===== src/rtl/fetch_pkg.sv =====
// ============================================================================
//  Module   : fetch_pkg
//  Purpose  : Shared types for the fetch PC sequencer (PC type, state codes).
//  Revision : 1.0  initial release
// ============================================================================
`default_nettype none

package fetch_pkg;

    typedef logic [15:0] pc_t;

    localparam int unsigned FETCH_WIDTH_DEFAULT = 4;

    typedef enum logic [1:0] {
        ST_RUN   = 2'd0,
        ST_JWAIT = 2'd1,
        ST_FLUSH = 2'd2,
        ST_HOLD  = 2'd3
    } seq_state_e;

endpackage

`default_nettype wire


===== src/rtl/fetch_next_pc_mux.sv =====
// ============================================================================
//  Module   : fetch_next_pc_mux
//  Purpose  : Combinational priority select of the next fetch PC.
//  Revision : 1.0  initial release
// ============================================================================
`default_nettype none

module fetch_next_pc_mux
    import fetch_pkg::*;
#(
    parameter int unsigned FETCH_WIDTH = FETCH_WIDTH_DEFAULT
) (
    input  seq_state_e i_state,
    input  pc_t        i_fetch_pc,
    input  logic       i_has_mispredict,
    input  pc_t        i_mispredict_pc,
    input  logic       i_jump_redirect,
    input  pc_t        i_jump_target,
    input  logic       i_jump_stall,
    input  logic       i_backend_stall,
    input  logic       i_bp_taken,
    input  pc_t        i_bp_target,
    output pc_t        o_next_pc,
    output logic       o_redirect
);

    localparam pc_t C_STEP = pc_t'(FETCH_WIDTH);

    always_comb begin
        o_next_pc  = i_fetch_pc;
        o_redirect = 1'b0;
        if (i_has_mispredict) begin
            o_next_pc  = i_mispredict_pc;
            o_redirect = 1'b1;
        end else if (i_jump_redirect) begin
            o_next_pc  = i_jump_target;
            o_redirect = 1'b1;
        end else if (i_state == ST_FLUSH || i_state == ST_JWAIT) begin
            // Bubble states freeze the PC; stalls and predictions do not apply.
            o_next_pc  = i_fetch_pc;
        end else if (i_jump_stall || i_backend_stall) begin
            o_next_pc  = i_fetch_pc;
        end else if (i_bp_taken) begin
            o_next_pc  = i_bp_target;
        end else begin
            o_next_pc  = i_fetch_pc + C_STEP;
        end
    end

endmodule

`default_nettype wire


===== src/rtl/fetch_pc_sequencer.sv =====
// ============================================================================
//  Module   : fetch_pc_sequencer
//  Purpose  : Fetch PC register, redirect/stall sequencing and refill bubbles.
//  Revision : 1.0  initial release
// ============================================================================
`default_nettype none

module fetch_pc_sequencer
    import fetch_pkg::*;
#(
    parameter int unsigned FETCH_WIDTH  = FETCH_WIDTH_DEFAULT,
    parameter int unsigned FLUSH_CYCLES = 2,
    parameter logic [15:0] RESET_PC     = 16'h0000
) (
    input  logic        clk,
    input  logic        rst,
    input  logic        has_mispredict,
    input  logic [15:0] mispredict_pc,
    input  logic        jump_redirect,
    input  logic [15:0] jump_target,
    input  logic        jump_stall,
    input  logic        backend_stall,
    input  logic        bp_taken,
    input  logic [15:0] bp_target,
    output logic [15:0] fetch_pc,
    output logic        fetch_valid,
    output logic        fetch_kill,
    output logic [1:0]  seq_state,
    output logic [15:0] redirect_cnt
);

    localparam logic [2:0] C_FLUSH_LOAD = 3'(FLUSH_CYCLES);

    seq_state_e  state_q, state_d;
    pc_t         pc_q, pc_d;
    logic [2:0]  flush_ctr_q, flush_ctr_d;
    logic        kill_q, kill_d;
    logic [15:0] redirect_cnt_q, redirect_cnt_d;

    pc_t         w_next_pc;
    logic        w_redirect;

    fetch_next_pc_mux #(
        .FETCH_WIDTH (FETCH_WIDTH)
    ) u_mux (
        .i_state          (state_q),
        .i_fetch_pc       (pc_q),
        .i_has_mispredict (has_mispredict),
        .i_mispredict_pc  (mispredict_pc),
        .i_jump_redirect  (jump_redirect),
        .i_jump_target    (jump_target),
        .i_jump_stall     (jump_stall),
        .i_backend_stall  (backend_stall),
        .i_bp_taken       (bp_taken),
        .i_bp_target      (bp_target),
        .o_next_pc        (w_next_pc),
        .o_redirect       (w_redirect)
    );

    always_comb begin
        state_d        = state_q;
        flush_ctr_d    = flush_ctr_q;
        pc_d           = w_next_pc;
        kill_d         = w_redirect;
        redirect_cnt_d = redirect_cnt_q + {15'd0, w_redirect};
        if (has_mispredict) begin
            state_d     = ST_FLUSH;
            flush_ctr_d = C_FLUSH_LOAD;
        end else if (jump_redirect) begin
            state_d     = ST_RUN;
            flush_ctr_d = 3'd0;
        end else begin
            case (state_q)
                ST_FLUSH: begin
                    if (flush_ctr_q > 3'd1) begin
                        flush_ctr_d = flush_ctr_q - 3'd1;
                    end else begin
                        flush_ctr_d = 3'd0;
                        state_d     = ST_RUN;
                    end
                end
                ST_JWAIT: state_d = jump_stall ? ST_JWAIT : ST_RUN;
                default: begin
                    if (jump_stall)         state_d = ST_JWAIT;
                    else if (backend_stall) state_d = ST_HOLD;
                    else                    state_d = ST_RUN;
                end
            endcase
        end
    end

    always_ff @(posedge clk or posedge rst) begin
        if (rst) begin
            state_q        <= ST_RUN;
            pc_q           <= RESET_PC;
            flush_ctr_q    <= 3'd0;
            kill_q         <= 1'b0;
            redirect_cnt_q <= 16'd0;
        end else begin
            state_q        <= state_d;
            pc_q           <= pc_d;
            flush_ctr_q    <= flush_ctr_d;
            kill_q         <= kill_d;
            redirect_cnt_q <= redirect_cnt_d;
        end
    end

    // Valid is held low while reset is asserted so the first usable bundle
    // appears only after release.
    always_comb begin
        fetch_valid = 1'b0;
        if (!rst) begin
            case (state_q)
                ST_RUN, ST_HOLD: fetch_valid = 1'b1;
                ST_FLUSH:        fetch_valid = (flush_ctr_q == 3'd0);
                default:         fetch_valid = 1'b0;
            endcase
        end
    end

    assign fetch_pc     = pc_q;
    assign fetch_kill   = kill_q;
    assign seq_state    = state_q;
    assign redirect_cnt = redirect_cnt_q;

endmodule

`default_nettype wire


===== config.mk =====
export PLATFORM = sky130hd
export DESIGN_NAME = fetch_pc_sequencer
export DESIGN_NICKNAME = d
export VERILOG_FILES = /design/src/rtl/fetch_pkg.sv /design/src/rtl/fetch_next_pc_mux.sv /design/src/rtl/fetch_pc_sequencer.sv
export SDC_FILE = /design/constraint.sdc
export NUM_CORES = 1
export LEC_CHECK = 0
export ABC_AREA = 1
export ABC_CLOCK_PERIOD_IN_PS = 4700
export CAP_MARGIN = 40
export CORE_MARGIN = 1
export CORE_UTILIZATION = 45
export CTS_BUF_LIST = sky130_fd_sc_hd__clkbuf_16
export DETAILED_ROUTE_END_ITERATION = 16
export DONT_BUFFER_PORTS = 1
export PLACE_DENSITY = 0.69
export SYNTH_ARGS = -nofsm -noshare
export SYNTH_HDL_FRONTEND = slang
export SYNTH_SLANG_ARGS = --single-unit

===== constraint.sdc =====
create_clock -name clk -period 4.7 [get_ports clk]
set_clock_uncertainty 0.1 [all_clocks]
set_input_delay 0.94 -clock clk [delete_from_list [all_inputs] [get_ports clk]]
set_output_delay 0.94 -clock clk [all_outputs]
set_load 0.01 [all_outputs]

==> run metrics, run 1 <==
vias in the first global route=1,993; WS Path Type=register to primary output; run status=finished clean; Final min period=~2.7 ns; startpoint types=register; Final Max Slew Viols=0; register area share after synthesis=0.3827; Mapped Cells=between 300 and 400; clk sinks=38; CTS clk-pin slew, worst paths=0.06 ns; Clock Tree Root=clkbuf_16; Cell Area, Synth=~0.0025 mm²; worst hold path stage count=1; drt first pass iters=5; IO Port Bufs=0; final setup fails=0; post-place setup slack=between 2 and 2.5 ns; area of placed instances=between 0.002 and 0.003 mm²; Largest stage delay, worst path=between 0.4 and 0.5 ns; Power Total=roughly 0.001 W; syn nets=between 300 and 400; Max Cap Viol=0; Required @ worst endpoint=around 3.7 ns; Peak supply drop=0.1966 mV; highest-delay cell along the critical path=dfrtp_1; DRT iter0 DRCs=approximately 130; H-tree depth=2; placer congestion estimate=between 0.8 and 0.9; EDFF count, synth=0; # DRC=0; syn avg cell area=~7.5 µm²; DRT Wirelength=between 5000 and 6000 µm; LEAKAGE=approximately 1.2 nW; gr ovfl total=0; synthesis-stage register bit count=38; fin nets=roughly 390; Fill cells=around 510; worst-path fanout max=4; fin worst setup slack=approximately 2 ns; Yosys top cell by area=dfrtp_1; synth unique cells=37; first-pass GRT wire length=9673 µm; Post-CTS Setup Bufs=0; Avg WL per Cell=around 15 µm; fraction of registers with async set or reset after synthesis=1.000; Die ar.=around 0.0058 mm²; Resized cells post-CTS=0; DIE HEIGHT=approximately 76 µm; synth warn=0; Overall Global Routing Usage=0.2128; Starting Density=0.4774; RSZ-0062 raised after global routing=false; Worst Path Arrival=between 1.5 and 2 ns; Rows=26; antenna viol nets, final=0; crit end category=primary output; max frequency=0.3692 GHz; CTS tree=done; Synth Flop Type=dfrtp_1; IO Count=91; final core occ=0.5120; relative slew slack=0.5459; Post-synth top cells=nand2_1 (92), nor2_1 (55), dfrtp_1 (38), inv_1 (20), nand3_1 (20); crit-path most repeated cell=inv_1; Area contributors post-synth=dfrtp_1 (38%), nand2_1 (14%), nor2_1 (8.3%), ha_1 (4.5%), nand3_1 (4.0%); post-synth top area share=0.3827; vias per std cell=about 5.3; clock buffer depth=2; fin crit share=0.5763; Worst-Skew Late Latency=~0.28 ns; Syn-to-layout area delta=7.251%; post-cts hold buffer count=0; sequential cell area=~950 µm²; antenna violations before repair=0; Final Hold Fails=0; fin area=between 0.002 and 0.003 mm²; Die X=between 70 and 80 µm; DR vias=about 2,100; ANT cells=0; Placeable Area=~0.0052 mm²; pin count of the biggest net entering global routing=39; HPWL after DPL=about 4300 µm; Num CTS Buffers=5; most numerous cell in the Yosys netlist=nand2_1; Power Density=376.2 mW/mm²; share of layout cells above drive strength 1=0.1061; Setup TNS=0 ns; Worst R2R Path Depth=6; Slew @ Worst Pin=between 0.6 and 0.7 ns; worst-path cell chain=inv_1 > ha_1 > inv_1 > a211oi_1; Multi-input gate area=~0.0014 mm²; HP Class=register to register
## registers in the layout (all words and copies together) (netlist names)
register	count
redirect_cnt	16
seq_state	2
fetch_pc	16
fetch_kill	1
flush_ctr_q	3
## layout by cell type, fill, tap and decap left out, types with 2 or more instances in the layout
| cell type | Yosys | routed |
|---|---|---|
| nand3_1 | 20 | 20 |
| nor2_2 | 7 | 7 |
| inv_1 | 20 | 20 |
| nor2_4 | 3 | 3 |
| nand2_2 | 2 | 2 |
| ha_1 | 9 | 9 |
| xnor2_1 | 8 | 8 |
| dfrtp_1 | 38 | 38 |
| nor2_1 | 55 | 55 |
| clkbuf_16 | 0 | 5 |
| nand3_2 | 3 | 3 |
| nand4_1 | 6 | 6 |
| o211ai_1 | 3 | 3 |
| a31oi_1 | 4 | 4 |
| inv_2 | 6 | 6 |
| a21oi_2 | 2 | 2 |
| a22oi_1 | 2 | 2 |
| a21oi_1 | 12 | 12 |
| nand2_1 | 92 | 92 |
| o21ai_0 | 3 | 3 |
| a221oi_1 | 2 | 2 |
| o22ai_1 | 2 | 2 |
| a41oi_1 | 2 | 2 |
| xor2_1 | 11 | 11 |
## worst paths after layout
check / startpoint / endpoint / slack (ns)
setup / recovery: seq_state[0]$_DFFE_PP0P_ / fetch_valid / 1.99
hold / removal: redirect_cnt[15]$_DFF_PP0_ / redirect_cnt[15]$_DFF_PP0_ / 0.44
setup reg to reg: seq_state[0]$_DFFE_PP0P_ / fetch_pc[6]$_DFFE_PP0P_ / 2.64
hold reg to reg: redirect_cnt[15]$_DFF_PP0_ / redirect_cnt[15]$_DFF_PP0_ / 0.44
max in group asynchronous: rst / fetch_pc[4]$_DFFE_PP0P_ / 3.59
min in group asynchronous: rst / flush_ctr_q[2]$_DFFE_PP0P_ / 0.56
## cells by family (layout without fill, tap and decap cells)
logic type | after synthesis | after routing | share of synthesized area
AO/OA/AOI/OAI | 37 | 37 | 0.1037
XOR/XNOR | 19 | 19 | 0.06697
adder cells (fa/ha/maj) | 9 | 9 | 0.04532
buffers and inverters | 35 | 35 | 0.06193
flip-flops | 38 | 38 | 0.3827
AND/OR/NAND/NOR | 192 | 192 | 0.3394
## metal layers
metal	vias up	GRT usage	routed length, µm
met5	-	0	0
met3	12	0.05389	511
met2	84	0.3306	2608
li1	1074	-	-
met4	0	0.08654	134
met1	940	0.2825	2564
## per-stage QoR
step	instances	hold slack, ns
6_report	400	0.4427
5_1_grt	400	0.4470
4_1_cts	400	0.4418
3_5_place_dp	392	0.4339
3_3_place_gp	392	0.4296
2_1_floorplan	330	0.4067
## worst max-delay path: cells and delay by family (launching register included)
kind	cells	cell delay (ns)
buffers and inverters	2	0.20
adder cells (fa/ha/maj)	1	0.35
flip-flops	1	0.44
AO/OA/AOI/OAI	1	0.41
## cell type report
| cell class | instances | share of cell area |
|---|---|---|
| Clock buffer | 5 | 0.04695 |
| Clock inverter | 3 | 0.006103 |
| Inverter | 26 | 0.03662 |
| Multi-Input combinational cell | 257 | 0.5178 |
| Sequential cell | 38 | 0.3568 |
| Tap cell | 70 | 0.03286 |
| Timing Repair Buffer | 1 | 0.002817 |
## report_power, final
group          total [W]  leakage (nW)  switching (W)  internal [W]
combinational   0.000190         0.708       0.000112     0.0000779
clock           0.000324        0.0672       0.000130      0.000193
sequential      0.000489         0.470       0.000105      0.000384
Note: power is estimated with default switching activity, not from simulation.
==> inputs of run 2 (changes only) <==
--- a/config.mk
+++ b/config.mk
@@ -6,14 +6,14 @@
 export NUM_CORES = 1
 export LEC_CHECK = 0
 export ABC_AREA = 1
-export ABC_CLOCK_PERIOD_IN_PS = 4700
+export ABC_CLOCK_PERIOD_IN_PS = 2200
 export CAP_MARGIN = 40
 export CORE_MARGIN = 1
 export CORE_UTILIZATION = 45
 export CTS_BUF_LIST = sky130_fd_sc_hd__clkbuf_16
 export DETAILED_ROUTE_END_ITERATION = 16
 export DONT_BUFFER_PORTS = 1
-export PLACE_DENSITY = 0.69
+export PLACE_DENSITY = 0.71
 export SYNTH_ARGS = -nofsm -noshare
 export SYNTH_HDL_FRONTEND = slang
 export SYNTH_SLANG_ARGS = --single-unit
==> constraint.sdc (replaced) <==
create_clock -name clk -period 2.2 [get_ports clk]
set_clock_uncertainty 0.1 [all_clocks]
set_input_delay 0.44 -clock clk [delete_from_list [all_inputs] [get_ports clk]]
set_output_delay 0.44 -clock clk [all_outputs]
set_load 0.01 [all_outputs]
==> run metrics, run 2 (synthesis results as in run 1) <==
relative slew slack=0.6707 (+0.1248); Clock Tree Root=clkbuf_16; highest-delay cell along the critical path=dfrtp_1; DIE HEIGHT=76.31 µm (unchanged); FF-to-FF Start=seq_state[0]$_DFFE_PP0P_; Seq pwr share=0.437 (-0.051); Fill cells=517 (+0.58%); CTS tree=done; Max Cap Viol=0 (unchanged); Sw Ratio=0.3135 (-0.03291); Overall Global Routing Usage=0.2181 (+0.005275); startpoint types=register; Rows=26 (unchanged); ANT cells=0 (unchanged); gr ovfl total=0 (unchanged); Net Sw Power=0.0007505 W (+120%); Multi-input gate area=0.001385 mm² (+0.36%); crit path buf inv count=2 (unchanged); r2r endpoint=fetch_pc[4]$_DFFE_PP0P_; commonest non-fill, non-tap cell in the layout=nand2_1; Worst-Skew Late Latency=0.28 ns (about the same); fin crit share=0.9580; Peak supply drop=0.4020 mV (+100%); antenna viol nets, final=0 (unchanged); run status=finished clean; antenna violations before repair=0 (unchanged); Worst Path Arrival=1.57 ns (-0.10 ns); vias per std cell=5.299 (+0.45%); commonest cells after routing, fill and taps aside=nand2_1 (92), nor2_1 (55), dfrtp_1 (38); Reg2Reg Setup Slack=0.34 ns (-2.30 ns); Largest stage delay, worst path=0.45 ns (about the same); CTS clk-pin slew, worst paths=0.06 ns (about the same); IO Count=91 (unchanged); Int Power=0.001643 W (+150%); Post-CTS Setup Bufs=0 (unchanged); Num CTS Buffers=5 (unchanged); Final Hold Fails=0 (unchanged); Setup crit start=seq_state[0]$_DFFE_PP0P_; HPWL after DPL=4357 µm (+1.1%); LEAKAGE=1.283 nW (+3.0%); max frequency=around 0.47 GHz; fin nets=395 (+0.51%); H-tree depth=2 (unchanged); WS Path Type=register to primary output; DR vias=2,130 (+0.95%); crit end category=primary output; final hold slack=0.07587 ns (-0.3668 ns); final setup fails=0 (unchanged); DRT Wirelength=5856 µm (+0.65%); Required @ worst endpoint=1.66 ns (-2.00 ns); Final Max Slew Viols=0 (unchanged); IO Port Bufs=0 (unchanged); drt first pass iters=4 (-1); Die ar.=0.005823 mm² (unchanged); delay-heaviest family, CP=flip-flops; Avg WL per Cell=14.57 µm (+0.15%); Gate power share=0.175 (-0.014); vias in the first global route=2,150 (+7.9%); # DRC=0 (unchanged); pin count of the biggest net entering global routing=39 (unchanged); worst-path cell chain=inv_1 > ha_1 > inv_1 > a211oi_2; placer congestion estimate=0.8457 (+4.3%); share of layout cells above drive strength 1=0.1175 (+0.01141); Clock power frac=0.388 (+0.065); Placeable Area=0.005205 mm² (unchanged); Syn-to-layout area delta=10.17%; Worst R2R Path Depth=7 (+1); Die X=76.31 µm (unchanged); clock buffer depth=2 (unchanged); Slew @ Worst Pin=0.4940 ns (-0.1856 ns); first-pass GRT wire length=10,120 µm (+4.6%); crit-path most repeated cell=inv_1; RSZ-0062 raised after global routing=false; sequential cell area=950.9 µm² (unchanged); worst setup path endpoint=fetch_valid; Final min period=between 2 and 2.5 ns; Setup TNS=0 ns (unchanged); HP Class=primary input to async pin; clk sinks=38 (unchanged); DRT iter0 DRCs=88 (-32%); Power Density=874.4 mW/mm² (+130%); Levels on crit path=4 (unchanged); Starting Density=0.4774 (unchanged); worst-path fanout max=4 (unchanged)
-- run 2: worst min-delay path by stage --
stage	startpoint	endpoint	slack [ns]	cells after the start
floorplan	redirect_cnt[15]$_DFF_PP0_	redirect_cnt[15]$_DFF_PP0_	0.41	1
global placement	rst	seq_state[0]$_DFFE_PP0P_	0.39	2
detailed placement	rst	redirect_cnt[13]$_DFF_PP0_	0.39	2
CTS	rst	redirect_cnt[13]$_DFF_PP0_	0.09	2
global route	rst	redirect_cnt[10]$_DFF_PP0_	0.13	2
finish	rst	flush_ctr_q[0]$_DFFE_PP0P_	0.08	2
-- run 2: repair_timing --
item,CTS,global route
hold endpoints to repair,0,0
hold buffers,0,0
resized for setup,1,0
endpoints found under the setup margin,1,0
-- run 2: power by group through the flow --
stage | clock (W) | sequential, W | combinational (W)
final | 0.000930 | 0.00105 | 0.000418
after global routing | 0.000981 | 0.00107 | 0.000489
after CTS | 0.000956 | 0.00105 | 0.000421
after detailed placement | 0 | 0.00106 | 0.000417
after global placement | 0 | 0.00106 | 0.000404
after floorplan | 0 | 0.00101 | 0.000362
-- run 2: layout make-up --
class | count | share of cell area
multi-input combinational | 257 | 0.5059
timing repair buffer | 3 | 0.008227
inverter | 26 | 0.03565
clock inverter | 3 | 0.02514
clock buffer | 5 | 0.04570
tap | 70 | 0.03199
sequential | 38 | 0.3473
-- run 2: metrics by stage --
stage	util	total power [W]	worst slack (ns)	instance area, µm²	instances
2_1_floorplan	-	0.001373	0.1887	2485	330
3_3_place_gp	0.4877	0.001460	0.2727	2539	394
3_5_place_dp	0.4877	0.001476	0.2409	2539	394
4_1_cts	0.5260	0.002424	0.07803	2738	402
5_1_grt	0.5260	0.002540	0.002541	2738	402
6_report	0.5260	0.002394	0.09241	2738	402
-- run 2: worst reg2reg max path, delay by kind of cell (launching register included) --
family	cells	cell delay, ns
AO/OA/AOI/OAI	2	0.21
adder cells (fa/ha/maj)	1	0.35
buffers and inverters	3	0.51
flip-flops	1	0.45
AND/OR/NAND/NOR	1	0.13
-- run 2: per-layer routing --
metal / vias up / track usage / share of wire / wire length [µm]
li1: 1075 / - / - / -
met1: 988 / 0.2650 / 0.45 / 2658
met2: 60 / 0.3775 / 0.48 / 2796
met3: 7 / 0.04671 / 0.054 / 315
met4: 0 / 0.08077 / 0.015 / 86
met5: - / 0 / 0 / 0
==> inputs of run 3 (changes only) <==
--- a/config.mk
+++ b/config.mk
@@ -11,9 +11,11 @@
 export CORE_MARGIN = 1
 export CORE_UTILIZATION = 45
 export CTS_BUF_LIST = sky130_fd_sc_hd__clkbuf_16
+export CTS_CLUSTER_DIAMETER = 100
 export DETAILED_ROUTE_END_ITERATION = 16
 export DONT_BUFFER_PORTS = 1
 export PLACE_DENSITY = 0.71
 export SYNTH_ARGS = -nofsm -noshare
 export SYNTH_HDL_FRONTEND = slang
+export SYNTH_HIERARCHICAL = 1
 export SYNTH_SLANG_ARGS = --single-unit
==> run metrics, run 3 <==
LEAKAGE=1.325 nW (+3.3%); register area share after synthesis=0.3679 (-0.01482); H-tree depth=2 (unchanged); Setup crit start=seq_state[0]$_DFFE_PP0P_; Rows=27 (+3.8%); ANT cells=0 (unchanged); placer congestion estimate=0.8052 (-4.8%); Final Hold Fails=0 (unchanged); Cell Area, Synth=0.002585 mm² (+4.0%); Avg WL per Cell=14.37 µm (-1.3%); worst-path cell chain=inv_1 > ha_1 > inv_1 > a211oi_2; met3 wire length=415 µm (+32%); pin count of the biggest net entering global routing=39 (unchanged); gr ovfl total=0 (unchanged); synth warn=6 (+6); Post-CTS Setup Bufs=0 (unchanged); Synth Flop Type=dfrtp_1; Largest stage delay, worst path=0.45 ns (about the same); Post-synth top cells=nand2_1 (107), nor2_1 (58), dfrtp_1 (38), inv_1 (34), nand3_1 (22); startpoint types=register; DRT iter0 DRCs=154 (+75%); uppermost layer routed=met4; Power Total=0.002239 W (-6.5%); Final min period=2.038 ns (-0.06911 ns); highest-delay cell along the critical path=dfrtp_2; syn nets=431 (+9.4%); final setup fails=0 (unchanged); Worst-Skew Late Latency=0.28 ns (about the same); drt first pass iters=4 (unchanged); IO Port Bufs=0 (unchanged); share of layout cells above drive strength 1=0.08919 (-0.02828); relative slew slack=0.6563 (-0.01441); Final Max Slew Viols=0 (unchanged); antenna violations before repair=0 (unchanged); CTS tree=done; Sw Ratio=0.3301 (+0.01656); synth unique cells=35 (-5.4%); Num CTS Buffers=5 (unchanged); clk sinks=38 (unchanged); DRT Wirelength=6352 µm (+8.5%); Fill cells=531 (+2.7%); WS Path Type=register to primary output; crit path buf inv count=2 (unchanged); delay-heaviest family, CP=flip-flops; Mapped Cells=367 (+11%); Clock Tree Root=clkbuf_16; CTS clk-pin slew, worst paths=0.06 ns (about the same); Starting Density=0.4694 (-0.007965); RSZ-0062 raised after global routing=false; Slew @ Worst Pin=0.5156 ns (+0.02162 ns); FF-to-FF Start=seq_state[1]$_DFFE_PP0P_; wl on met1=2862 µm (+7.7%); vias per std cell=5.419 (+2.3%); max frequency=0.4906 GHz (+3.4%); Syn-to-layout area delta=9.003%; clock buffer depth=2 (unchanged); Yosys top cell by area=dfrtp_1; syn avg cell area=7.044 µm² (-6.5%); Area contributors post-synth=dfrtp_1 (37%), nand2_1 (16%), nor2_1 (8.4%), inv_1 (4.9%), ha_1 (4.4%); # DRC=0 (unchanged); HPWL after DPL=4708 µm (+8.1%); Worst Path Arrival=1.50 ns (-0.07 ns); Placeable Area=0.005507 mm² (+5.8%); DR vias=2,395 (+12%); Max Cap Viol=0 (unchanged); commonest non-fill, non-tap cell in the layout=nand2_1; Clock power frac=0.371 (-0.017); worst-path fanout max=7 (+3); Overall Global Routing Usage=0.2230 (+0.004869); EDFF count, synth=0 (unchanged); fin crit share=0.9266 (-0.03141); fin nets=433 (+9.6%); post-synth top area share=0.3679 (-0.01482); run status=finished clean; Required @ worst endpoint=1.66 ns (about the same); Die ar.=0.006051 mm² (+3.9%); Int Power=0.001500 W (-8.7%); first-pass GRT wire length=10,480 µm (+3.5%); IO Count=91 (unchanged); commonest cells after routing, fill and taps aside=nand2_1 (107), nor2_1 (58), dfrtp_1 (37); most numerous cell in the Yosys netlist=nand2_1; Seq pwr share=0.449 (+0.012); post-cts hold buffer count=0 (unchanged); final hold slack=0.07328 ns (-0.002591 ns); synthesis-stage register bit count=38 (unchanged); Gate power share=0.180 (+0.005); Peak supply drop=0.5133 mV (+28%); Net Sw Power=0.0007391 W (-1.5%); crit-path most repeated cell=inv_1; crit end category=primary output; vias in the first global route=2,198 (+2.2%); fraction of registers with async set or reset after synthesis=1.000 (unchanged); HP Class=primary input to async pin; Setup TNS=0 ns (unchanged); met2 wire length=2992 µm (+7.0%); DIE HEIGHT=77.79 µm (+1.9%); Power Density=794.7 mW/mm² (-9.1%); antenna viol nets, final=0 (unchanged); Die X=77.79 µm (+1.9%)
==> run 3: metal layers <==
layer / up-vias / GRT usage
li1: 1194 / -
met1: 1116 / 0.2909
met2: 79 / 0.3549
met3: 6 / 0.06000
met4: 0 / 0.07547
met5: - / 0
==> run 3: path summary, 6_finish.rpt <==
kind | to | depth (start not counted) | slack, ns
max | fetch_valid | 4 | 0.16
min | seq_state[0]$_DFFE_PP0P_ | 2 | 0.07
max reg2reg | fetch_pc[6]$_DFF_PP0_ | 8 | 0.50
min reg2reg | flush_ctr_q[0]$_DFFE_PP0P_ | 2 | 0.45
max in group asynchronous | seq_state[0]$_DFFE_PP0P_ | 2 | 1.56
min in group clk | fetch_pc[14]$_DFF_PP0_ | 2 | 0.17
==> run 3: cells by family (layout without fill, tap and decap cells) <==
group | after synthesis | after routing | share of synthesized area
flip-flops | 38 | 38 | 0.3679
AO/OA/AOI/OAI | 44 | 44 | 0.1065
AND/OR/NAND/NOR | 221 | 221 | 0.3722
multiplexers | 1 | 1 | 0.003872
buffers and inverters | 45 | 48 | 0.07551
XOR/XNOR | 9 | 9 | 0.03050
adder cells (fa/ha/maj) | 9 | 9 | 0.04356
==> run 3: per-stage QoR <==
stage          setup slack, ns  cells  area (µm²)  utilization
2_1_floorplan           0.3258    367        2585            -
4_1_cts                0.05400    442        2816       0.5115
6_report                0.1615    442        2818       0.5117
3_3_place_gp            0.3272    434        2641       0.4797
3_5_place_dp            0.2668    434        2641       0.4797
5_1_grt                0.05617    442        2818       0.5117
==> run 3: cell type report <==
cell class	instances	area, µm²	share of cell area
clock buffer	5	125.1	0.04441
clock inverter	3	45.04	0.01599
inverter	37	138.9	0.04929
multi-input combinational	284	1444	0.5124
sequential	38	952.2	0.3379
tap	72	90.09	0.03197
timing repair buffer	3	22.52	0.007993
==> run 3: timing repair <==
item                                    in CTS  in global routing
resized for setup                            1                  1
endpoints found under the setup margin       1                  1
hold endpoints to repair                     0                  0
==> run 3: worst reg2reg max path: stages (launching register included) <==
cell,delay [ns]
dfrtp_1,0.47
inv_1,0.06
nand2_1,0.09
inv_1,0.06
nor2_2,0.19
nand2_1,0.17
nor2_1,0.17
nor3_1,0.07
or2_1,0.21
==> run 3: power by group through the flow <==
stage | Sequential [W] | Combinational [W] | Clock [W]
global route | 0.00103 | 0.000474 | 0.000886
global placement | 0.00102 | 0.000393 | 0
CTS | 0.00101 | 0.000407 | 0.000854
detailed placement | 0.00102 | 0.000400 | 0
finish | 0.00101 | 0.000403 | 0.000830
floorplan | 0.000978 | 0.000349 | 0
